**config.mk**
```make
export PLATFORM = sky130hd
export DESIGN_NAME = size_convert_stream
export DESIGN_NICKNAME = d
export VERILOG_FILES = /design/src/rtl/size_convert_stream.sv
export SDC_FILE = /design/constraint.sdc
export NUM_CORES = 1
export LEC_CHECK = 0
export CAP_MARGIN = 25
export CORE_MARGIN = 4
export CORE_UTILIZATION = 45
export CTS_BUF_LIST = sky130_fd_sc_hd__clkbuf_4 sky130_fd_sc_hd__clkbuf_8 sky130_fd_sc_hd__clkbuf_16
export DETAILED_ROUTE_END_ITERATION = 10
export PLACE_DENSITY_LB_ADDON = 0.05
export SETUP_SLACK_MARGIN = 0.02
export SYNTH_ARGS = -nofsm -noshare
export SYNTH_HDL_FRONTEND = slang
export SYNTH_SLANG_ARGS = --single-unit
```
**constraint.sdc**
```tcl
create_clock -name PCLK -period 3.41 [get_ports PCLK]
set_clock_uncertainty 0.05 [all_clocks]
set_input_delay 0.5115 -clock PCLK [delete_from_list [all_inputs] [get_ports PCLK]]
set_output_delay 0.5115 -clock PCLK [all_outputs]
set_load 0.01 [all_outputs]
```
**src/rtl/size_convert_stream.sv**
```systemverilog
`default_nettype none
// ============================================================================
//  Module   : size_convert_stream
//  Function : Word-to-byte serializer with valid/ready on both sides. Accepts
//             a full or partial IN_BYTES-wide word and emits its bytes in a
//             configurable order, flagging the final byte of each word.
//  Revision : 1.0  initial release
// ============================================================================
module size_convert_stream #(
  parameter  int IN_BYTES  = 4,
  parameter  int MSB_FIRST = 0,
  localparam int CW        = $clog2(IN_BYTES) + 1
) (
  input  logic                  PCLK,
  input  logic                  RESET_N,
  input  logic                  IN_VALID,
  output logic                  IN_READY,
  input  logic [8*IN_BYTES-1:0] DATA_IN,
  input  logic [CW-1:0]         IN_NBYTES,
  output logic                  OUT_VALID,
  input  logic                  OUT_READY,
  output logic [7:0]            DATA_OUT,
  output logic                  OUT_LAST,
  output logic                  IDLE_BUFFER
);

  // Byte index width; a one-byte word still needs a one-bit index register.
  localparam int IW = (IN_BYTES > 1) ? $clog2(IN_BYTES) : 1;

  localparam logic [CW-1:0] c_full      = CW'(IN_BYTES);
  localparam logic [CW-1:0] c_one       = CW'(1);
  localparam logic [IW-1:0] c_idx_start = (MSB_FIRST != 0) ? IW'(IN_BYTES - 1) : '0;

  localparam logic [0:0] c_idle = 1'b0;
  localparam logic [0:0] c_send = 1'b1;

  logic [0:0]            r_state;
  logic [0:0]            w_next_state;
  logic [8*IN_BYTES-1:0] r_buffer;
  logic [CW-1:0]         r_count;
  logic [IW-1:0]         r_idx;
  logic [CW-1:0]         w_nbytes_eff;
  logic [IW-1:0]         w_idx_step;
  logic                  w_last;
  logic                  w_in_xfer;
  logic                  w_out_xfer;

  // The byte being presented is the last of its word when one byte remains.
  assign w_last     = (r_count == c_one);
  assign OUT_LAST   = w_last;
  assign w_in_xfer  = IN_VALID && IN_READY;
  assign w_out_xfer = OUT_VALID && OUT_READY;

  // Out-of-range byte counts (zero or larger than the word) mean a full word.
  always_comb begin
    w_nbytes_eff = IN_NBYTES;
    if ((IN_NBYTES == '0) || (IN_NBYTES > c_full)) begin
      w_nbytes_eff = c_full;
    end
  end

  // Walk upward through the word for LSB-first order, downward for MSB-first.
  always_comb begin
    if (MSB_FIRST != 0) begin
      w_idx_step = r_idx - IW'(1);
    end else begin
      w_idx_step = r_idx + IW'(1);
    end
  end

  // State register.
  always_ff @(posedge PCLK or negedge RESET_N) begin
    if (!RESET_N) begin
      r_state <= c_idle;
    end else begin
      r_state <= w_next_state;
    end
  end

  // Leave SEND only when the last byte goes out with no new word arriving.
  always_comb begin
    w_next_state = r_state;
    case (r_state)
      c_idle: begin
        if (IN_VALID) begin
          w_next_state = c_send;
        end
      end
      c_send: begin
        if (OUT_READY && w_last && !IN_VALID) begin
          w_next_state = c_idle;
        end
      end
      default: w_next_state = c_idle;
    endcase
  end

  // Handshake outputs; accepting in SEND only as the final byte drains keeps
  // words back-to-back without a bubble.
  always_comb begin
    OUT_VALID   = (r_state == c_send);
    IDLE_BUFFER = (r_state == c_idle);
    IN_READY    = (r_state == c_idle) || (OUT_READY && w_last);
  end

  // Word, remaining-count and index registers; a new word takes priority over
  // stepping because it can only arrive together with the last byte.
  always_ff @(posedge PCLK or negedge RESET_N) begin
    if (!RESET_N) begin
      r_buffer <= '0;
      r_count  <= '0;
      r_idx    <= '0;
    end else if (w_in_xfer) begin
      r_buffer <= DATA_IN;
      r_count  <= w_nbytes_eff;
      r_idx    <= c_idx_start;
    end else if (w_out_xfer) begin
      r_count  <= r_count - c_one;
      r_idx    <= w_idx_step;
    end
  end

  // Select the byte addressed by the current index.
  always_comb begin
    DATA_OUT = '0;
    for (int i = 0; i < IN_BYTES; i++) begin
      if (r_idx == IW'(i)) begin
        DATA_OUT = r_buffer[8*i +: 8];
      end
    end
  end

endmodule
`default_nettype wire

```
# Yosys cells after proc, flatten, opt, wreduce, memory -nomap -nowiden
# Index checks and enable logic that the tools add are counted.
# classes
addsub	2
mul	0
n_div	0
n_lt_le_gt_ge	1
eq_ne	4
n_shift	0
muxes	12
n_bitwise	1
reduce_logical	10
# op_table
cell	count
two-way mux 8 bit	4
two-way mux 3 bit	3
equality test 2 bit (second input constant)	2
logical AND 1 bit	4
two-way mux 2 bit	2
equality test 3 x 1 -> 1 bit (second input constant)	1
greater-than comparator 3 bit (second input constant)	1
logical NOT 3 bit	1
subtractor 3 x 1 -> 3 bit (second input constant)	1
adder 2 x 1 -> 2 bit (second input constant)	1
equality test 2 x 1 -> 1 bit (second input constant)	1
logical NOT 2 bit	1
logical OR 1 bit	2
two-way mux 1 bit	2
case mux 1 bit (2 select lines)	1
nonzero test 2 bit	1
logical NOT 1 bit	1
NOT 1 bit	1
# totals
reg_bits	38
latch_bits	0
mem_bits_rw	0
mem_bits_ro	0
elab_cells	34
mem_count	0

# Depth between registers and ports, before layout
# Gate-level depths: netlist of run 1.
# depth
depth_word	5
ltp_mapped	7
ltp_nobuf	5

# Least setup slack after synthesis of run 1
# OpenSTA, ideal clock, no wires.
# synth_timing
path_type	register -> output
from	reg r_idx[0]
to	out DATA_OUT[5]
arrival_time_ns	1.340
required_ns	2.849
setup_slack_ns	1.509
path_stages_with_launch	7
n_path_buf	2
path_cell_list	dfrtp_1 > inv_1 > ha_1 > clkbuf_1 > buf_2 > a21oi_1 > a22o_1
# synth_via
elab_chain_len	5
# synth_lines
item	line	rtl
start, declared	41	logic [IW-1:0] r_idx;
start signal, assigned	116	r_idx <= c_idx_start;
start signal, assigned	119	r_idx <= w_idx_step;
logical NOT 2 bit	127	if (r_idx == IW'(i)) begin
two-way mux 8 bit (3 in a row)	127	
two-way mux 8 bit *	127	
end, declared	22	output logic [7:0] DATA_OUT,
# Mark *: on every way between the ends. The rest lies on a longest branch, timed or not.

# Worst setup path in the final report of run 1
# layout_timing
from	reg r_idx[0]
to	out DATA_OUT[1]
# Same word-level chain as after synthesis.

==> flow_summary.json, run 1 <==
{
  "antenna_found_initial": 0,
  "vias": 1403,
  "hp-class": "in2async",
  "reg2regPathDepth": 5,
  "die_w_um": 75.92,
  "clock_tree.htree_level_count": 2,
  "status": "completed",
  "ir_drop_mv": 0.3477,
  "p_leak_uw": 0.001205,
  "grt_pass1_vias": 1513,
  "pre_cts_ws_ns": 0.8458,
  "synthToLayoutAreaGrowth_pct": 27.18,
  "yosysUniqueCellTypes": 29,
  "synth_xor_area_share_pct": 0,
  "rrSetupSlack_ns": 1.62,
  "period_share_pct": 84.10,
  "reg2reg_from": "r_count[1]",
  "synth_seq_cells": 38,
  "setup_violations": 0,
  "max_slew_margin_pct": 43.62,
  "ant_nets": 0,
  "drt-total-wl_um": 4245,
  "clk_pin_slew_ns": 0.07,
  "synthTopCellsByArea": "dfrtp_1, mux2_4, a21oi_1",
  "syn_area_um2": 2076,
  "design_area_um2": 2640,
  "cp_max_fo": 16,
  "startpoint": "r_idx[0]",
  "period_minus_slack_ns": 2.868,
  "first_iter_violations": 54,
  "postCtsSetupBuffers": 0,
  "powerDensity_nw_per_um2": 905.8,
  "core-area_um2": 4414,
  "io_buffers": 50,
  "die_area_um2": 5763,
  "synth.largest_area_cell": "dfrtp_1",
  "viasPerCell": 5.235,
  "antenna_cells": 0,
  "dp.final_hpwl_um": 3050,
  "synth_seq_area_share_pct": 45.81,
  "firstDrtPassIters": 4,
  "yosysTopAreaCellShare_pct": 45.81,
  "timing.final.ws_setup_ns": 0.5421,
  "drive_gt1_share_pct": 21.30,
  "syn-instance-count": 168,
  "end_kind": "output pin",
  "final_common_cell": "clkdlybuf4s50_1",
  "synth_compound_area_share_pct": 12.72,
  "synth_top_family_by_area": "multiplexers",
  "cts_hold_buf": 0,
  "ctsRootBufferMaster": "clkbuf_8",
  "placed_cell_area_um2": 2545,
  "clkLatencyLatePin_ns": 0.28,
  "final-hold-violation-count": 0,
  "drc": 0,
  "cts.sinks": 38,
  "cts_buffer_depth": 2,
  "rsz0062_at_grt": "false",
  "syn_avg_cell_area_um2": 12.36,
  "cap_viol_max_count": 0,
  "io_pins": 51,
  "cts_tree": "built",
  "crit_required_ns": 2.85,
  "grt_max_degree": 39,
  "grtUsageTotal_pct": 14.79,
  "synth_simple_gate_area_share_pct": 7.354,
  "critical_path_arrival_ns": 2.31,
  "holdWs_ns": 0.2732,
  "worstMarginPinSlew_ns": 0.8457,
  "die_height_um": 75.92,
  "max_freq_mhz": 348.7,
  "nets": 261,
  "routabilityCongestion": 0.8161,
  "path_class": "reg2out",
  "slew_violations": 0,
  "start_util_pct": 47.02,
  "ys_warn_count": 0,
  "synth_nets": 214,
  "cts_resized": 0,
  "final_cell_mix": "clkdlybuf4s50_1, dfrtp_1, mux2_4",
  "synthAdderAreaFrac_pct": 4.219,
  "critPathLaunchType": "flop",
  "wl_per_cell_um": 15.84,
  "utilization_pct": 59.81,
  "fin_setup_tns_ns": 0,
  "synthMuxAreaShare_pct": 22.78,
  "placementRows": 24,
  "cts_buffers": 5,
  "overflow": 0,
  "grt_pass1_wl_um": 6996
}
==> through the flow <==
step | total power [uW] | cells
final | 2391 | 268
after global routing | 2551 | 268
after CTS | 2416 | 268
after detailed placement | 2083 | 260
after global placement | 2054 | 260
after floorplan | 1672 | 168
==> registers in the layout, summed over array words and instances (netlist names) <==
name / cells
r_idx: 2
r_buffer: 32
OUT_VALID: 1
r_count: 3
==> path summary, 6_finish.rpt <==
path,to
min in group PCLK,r_buffer[13]
max reg2reg,r_buffer[12]
min reg2reg,r_buffer[13]
max,DATA_OUT[1]
max in group asynchronous,r_buffer[10]
min,r_buffer[18]
==> worst max-delay path, cell delays in order, from the launching register on <==
cell             delay, ns
dfrtp_1               0.40
inv_1                 0.13
ha_1                  0.53
a21oi_1               0.09
o21ai_0               0.15
a22o_1                0.19
clkdlybuf4s50_1       0.53
==> synth_stat cells <==
| master | number |
|---|---|
| o22ai_1 | 1 |
| a21o_1 | 1 |
| o221ai_1 | 1 |
| a41o_1 | 1 |
| a21oi_1 | 18 |
| nor2b_1 | 2 |
| nand4_1 | 1 |
| a211o_1 | 2 |
| buf_4 | 1 |
| inv_1 | 15 |
| nand2b_1 | 2 |
| mux2_4 | 27 |
| ha_1 | 7 |
| nand2_1 | 10 |
| a32oi_1 | 1 |
| nand2_8 | 1 |
| mux2_2 | 6 |
| a22o_1 | 8 |
| or2_2 | 1 |
| clkbuf_1 | 5 |
| dfrtp_1 | 38 |
| o21ai_0 | 9 |
| nand2b_4 | 1 |
| nand4b_4 | 1 |
| buf_12 | 3 |
| nor3b_1 | 1 |
| nor2_1 | 2 |
| nand3_1 | 1 |
| buf_2 | 1 |
==> kinds of logic (layout without fill, tap and decap cells) <==
family	count (synthesis)	after routing
buf+inv	25	73
simple gates	23	23
flops	38	38
mux	33	33
compound gates	42	42
fa+ha+maj	7	7
==> per-layer routing <==
layer,vias to the layer above,track usage [%],wire length [um]
met5,-,0,0
met4,0,4.270,51
met3,6,4.976,266
met2,43,23.63,2007
met1,674,18.94,1920
li1,680,-,-
==> power breakdown <==
group          switching, uW  internal [uW]  total [uW]
Clock                    159            162         321
Sequential               152            680         832
Combinational            502            737        1240
==> area by class of cell <==
cell class / count / area (um2)
Tap cell: 52 / 65.06
Clock buffer: 6 / 82.58
Sequential cell: 38 / 950.9
Clock inverter: 2 / 12.51
Multi-Input combinational cell: 105 / 977.2
Fill cell: 340 / 1774
Timing Repair Buffer: 50 / 495.5
Inverter: 15 / 56.30
Note: power is estimated with default switching activity, not from simulation.
==> run 2, diff against run 1 <==
CORE_UTILIZATION = 44   (was 45)
clock period = 2.4 ns   (was 3.41 ns; I/O delays follow)
==> run 2 against run 1 <==
Effect of this change: register-to-register slack got worse by 0.99 ns; cell count increased by 2.6%; setup slack got worse by 0.42 ns; via count rose by 3.4%; die area is 2.0% higher; utilization is 1.7 points higher; combinational power is 51% higher; non-clock buffer count grew 7; sequential share of layout area shrank 1.5 points; flip-flop and latch count is the same; global-route usage up 1.7 points; largest power group unchanged.
==> flow_summary.json, run 2 (synthesis results as in run 1) <==
{
  "firstDrtPassIters": 4,
  "largest_register_ffs": 32,
  "die_w_um": 76.69,
  "period_minus_slack_ns": 2.274,
  "die_area_um2": 5881,
  "grtUsageTotal_pct": 16.48,
  "slew_violations": 0,
  "p_leak_uw": 0.001321,
  "rrSetupSlack_ns": 0.63,
  "final-hold-violation-count": 0,
  "worstMarginPinSlew_ns": 0.8700,
  "cts.sinks": 38,
  "clkLatencyLatePin_ns": 0.29,
  "placementRows": 24,
  "cp_max_fo": 14,
  "utilization_pct": 61.49,
  "critical_path_arrival_ns": 1.86,
  "cts_tree": "built",
  "start_util_pct": 46.39,
  "hp-class": "in2async",
  "drc": 0,
  "io_buffers": 50,
  "drive_gt1_share_pct": 27.35,
  "synthToLayoutAreaGrowth_pct": 32.55,
  "cts_buffer_depth": 2,
  "powerDensity_nw_per_um2": 1288,
  "setup_violations": 0,
  "clock_tree.htree_level_count": 2,
  "overflow": 0,
  "status": "completed",
  "first_iter_violations": 84,
  "grt_pass1_wl_um": 7659,
  "final_common_cell": "clkdlybuf4s50_1",
  "drt-total-wl_um": 4555,
  "grt_max_degree": 39,
  "nets": 268,
  "routabilityCongestion": 0.7793,
  "vias": 1451,
  "max_freq_mhz": 439.7,
  "largest-register": "r_buffer",
  "max_slew_margin_pct": 42.00,
  "cap_viol_max_count": 0,
  "path_class": "reg2out",
  "ant_nets": 0,
  "rsz0062_at_grt": "false",
  "antenna_found_initial": 0,
  "cts_hold_buf": 0,
  "cts_buffers": 5,
  "end_kind": "output pin",
  "core-area_um2": 4474,
  "ir_drop_mv": 0.6202,
  "fin_setup_tns_ns": 0,
  "die_height_um": 76.69,
  "top_regs": "r_buffer x32, r_count x3, r_idx x2",
  "finalPower_uw": 3544,
  "wl_per_cell_um": 16.56,
  "grt_pass1_vias": 1580,
  "dp.final_hpwl_um": 3118,
  "viasPerCell": 5.276,
  "final_cell_mix": "clkdlybuf4s50_1, dfrtp_1, mux2_4",
  "period_share_pct": 94.76,
  "crit_required_ns": 1.99,
  "clk_pin_slew_ns": 0.07,
  "antenna_cells": 0,
  "ctsRootBufferMaster": "clkbuf_8",
  "critPathLaunchType": "flop",
  "io_pins": 51
}
==> run 2: cell types whose count changed in the layout (fill, tap and decap cells not counted), moves of 2 or more <==
cell / previous run / this run
inv_2: 0 / 2
ha_1: 7 / 2
clkdlybuf4s50_1: 49 / 41
dlygate4sd2_1: 0 / 2
ha_2: 0 / 2
inv_1: 15 / 13
buf_4: 0 / 7
dlymetal6s2s_1: 0 / 6
ha_4: 0 / 3
==> run 2: routing by layer <==
metal | up-vias | wire length, um | track usage (%)
met1 | 711 | 2113 | 21.66
met3 | 5 | 188 | 3.513
met4 | 0 | 59 | 6.522
met2 | 38 | 2194 | 26.48
met5 | - | 0 | 0
li1 | 697 | - | -
==> run 2: repair_timing <==
item / CTS / global route
setup buffers: 3 / 4
setup endpoints to repair: 8 / 7
gates resized for setup: 12 / 8
pin swaps: 0 / 1
endpoints found under the hold margin: 0 / 0
==> run 2: critical path, cell delays in order (launching register included) <==
cell and delay [ns]:
dfrtp_1 0.41, buf_4 0.15, ha_4 0.19, buf_4 0.14, a21oi_1 0.11, o21ai_0 0.10
a22o_1 0.19, dlygate4sd2_1 0.28
==> run 2: final timing paths <==
kind | start | depth (start not counted) | to
worst max-delay path | r_idx[0] | 7 | DATA_OUT[7]
worst min-delay path | RESET_N | 1 | r_buffer[21]
worst max register to register | r_count[1] | 5 | r_buffer[13]
worst min register to register | r_buffer[31] | 1 | r_buffer[31]
max in group asynchronous | RESET_N | 1 | r_buffer[6]
min in group PCLK | r_buffer[31] | 1 | r_buffer[31]
==> run 2: per-stage QoR <==
step                      std cells  worst slack [ns]  hold slack, ns  cell area [um2]
after floorplan                 168            0.6504         0.01441             2076
after global placement          260            0.1244          0.4436             2545
after detailed placement        260           0.06151          0.4479             2545
after CTS                       271           0.02583          0.1526             2700
after global routing            275           0.04566          0.2064             2751
final                           275            0.1257          0.1337             2751
==> run 2: cell type report <==
type                    instances  area, um2
fillers                       384       1723
multi-input cells             105       1023
flip-flops and latches         38      950.9
repair buffers                 57      560.5
clock buffers                   7      90.09
well taps                      52      65.06
inverters                      15      56.30
clock inverters                 1      5.005
==> run 2: where the power goes <==
part | internal, uW | switching, uW | leakage (uW)
registers | 966 | 235 | 0.000450
clock network | 243 | 232 | 0.0000517
logic | 1120 | 749 | 0.000819
total | 2330 | 1220 | 0.00132
==> run 3, diff against run 2 <==
CTS_CLUSTER_DIAMETER = 40   (was not set)
RECOVER_POWER = 50   (was not set)
REMOVE_ABC_BUFFERS = 1   (was not set)
==> run 3 against run 2 <==
Effect of this change: utilization decreased by 0.42 points; worst hold slack improved by 0.025 ns; via count decreased by 3.0%; setup slack improved by 0.012 ns; clock power increased by 12%; critical endpoint is now DATA_OUT[1]; highest routed layer unchanged.
==> flow_summary.json, run 3 (synthesis results as in run 1) <==
{
  "period_share_pct": 94.25,
  "top_regs": "r_buffer x32, r_count x3, r_idx x2",
  "cp_slowest_cell": "dfrtp_1",
  "grtUsageTotal_pct": 15.76,
  "final_common_cell": "clkdlybuf4s50_1",
  "antenna_found_initial": 0,
  "die_w_um": 76.69,
  "path_buf_inv": 3,
  "largest-register": "r_buffer",
  "rrSetupSlack_ns": 0.31,
  "wl_per_cell_um": 15.69,
  "core-area_um2": 4474,
  "status": "completed",
  "cts_hold_buf": 0,
  "max_freq_mhz": 442.1,
  "final_cell_mix": "clkdlybuf4s50_1, dfrtp_1, mux2_4",
  "cts_tree": "built",
  "max_slew_margin_pct": 37.08,
  "path_cells": "buf_4 > ha_4 > buf_4 > a21oi_1 > o21ai_0 > a22o_1 > dlygate4sd2_1",
  "placementRows": 24,
  "first_iter_violations": 42,
  "critPathLaunchType": "flop",
  "grt_pass1_wl_um": 7410,
  "start_util_pct": 46.39,
  "grt_pass1_vias": 1504,
  "cap_viol_max_count": 0,
  "rsz0062_at_grt": "false",
  "hp-class": "in2async",
  "p_leak_uw": 0.001300,
  "utilization_pct": 61.07,
  "worstMarginPinSlew_ns": 0.9438,
  "end_kind": "output pin",
  "nets": 268,
  "rr_endpoint": "r_buffer[13]",
  "slew_violations": 0,
  "slowest_delay_ns": 0.41,
  "cts_buffers": 5,
  "ir_drop_mv": 0.7942,
  "drc": 0,
  "reg2reg_from": "r_count[1]",
  "routabilityCongestion": 0.7989,
  "cp_max_fo": 15,
  "largest_register_ffs": 32,
  "clkLatencyLatePin_ns": 0.28,
  "final-hold-violation-count": 0,
  "firstDrtPassIters": 4,
  "cts.sinks": 38,
  "viasPerCell": 5.116,
  "crit_required_ns": 1.99,
  "placed_cell_area_um2": 2545,
  "reg2regPathDepth": 5,
  "setup_violations": 0,
  "fill_cells": 373,
  "die_area_um2": 5881,
  "period_minus_slack_ns": 2.262,
  "ant_nets": 0,
  "overflow": 0,
  "design_area_um2": 2733,
  "clk_pin_slew_ns": 0.08,
  "io_pins": 51,
  "io_buffers": 50,
  "vias": 1407,
  "path_delay_family": "buffers and inverters",
  "antenna_cells": 0,
  "drt-total-wl_um": 4316,
  "ctsRootBufferMaster": "clkbuf_8",
  "dp.final_hpwl_um": 2861,
  "fin_setup_tns_ns": 0,
  "synthToLayoutAreaGrowth_pct": 31.65,
  "grt_max_degree": 39,
  "cts_buffer_depth": 2,
  "critical_path_arrival_ns": 1.85,
  "powerDensity_nw_per_um2": 1293,
  "die_height_um": 76.69,
  "clock_tree.htree_level_count": 2,
  "drive_gt1_share_pct": 26.46,
  "path_class": "reg2out",
  "timing.critical_path.mode_cell": "buf_4"
}
run 3: what timing repair did:
item                                   4_1_cts  5_1_grt
resized for setup                           13        8
pin swaps                                    1        1
setup buffers                                2        5
endpoints found under the hold margin        0        0
setup endpoints to repair                    8        6
cloned                                       0        0
run 3: power by group:
part / switching [uW] / leakage, uW / internal (uW)
registers: 204 / 0.000449 / 966
clock network: 228 / 0.0000579 / 306
logic: 727 / 0.000793 / 1100
run 3: worst max path at each step:
stage               startpoint           to  slack (ns)  cells past startpoint
floorplan             r_idx[0]  DATA_OUT[5]        0.76                      4
global placement      r_idx[0]  DATA_OUT[7]        0.09                      6
detailed placement    r_idx[0]  DATA_OUT[7]        0.03                      6
CTS                   r_idx[0]  DATA_OUT[4]        0.03                      6
global route          r_idx[1]  DATA_OUT[1]        0.02                      7
finish                r_idx[1]  DATA_OUT[1]        0.14                      7
run 3: final cells by class:
| cell class | instances | area (um2) | area share (%) |
|---|---|---|---|
| multi-input cells | 105 | 993.5 | 36.36 |
| flip-flops and latches | 38 | 952.2 | 34.84 |
| repair buffers | 57 | 556.8 | 20.38 |
| clock buffers | 5 | 68.82 | 2.518 |
| well taps | 52 | 65.06 | 2.381 |
| inverters | 15 | 56.30 | 2.060 |
| clock inverters | 3 | 40.04 | 1.465 |
run 3: stage by stage:
step / total power, uW / worst slack, ns / hold slack (ns) / cells
final: 3534 / 0.1379 / 0.1590 / 275
after global routing: 3815 / 0.02478 / 0.2432 / 275
after CTS: 3556 / 0.02742 / 0.1649 / 270
after detailed placement: 2937 / 0.02987 / 0.4452 / 260
after global placement: 2884 / 0.09381 / 0.4393 / 260
after floorplan: 2304 / 0.7610 / 0.01441 / 158
run 3: per-layer routing:
metal	part of all wire (%)	track usage [%]
met3	4.9	4.918
met2	48	25.78
met4	0.72	4.348
met5	0	0
met1	47	20.09
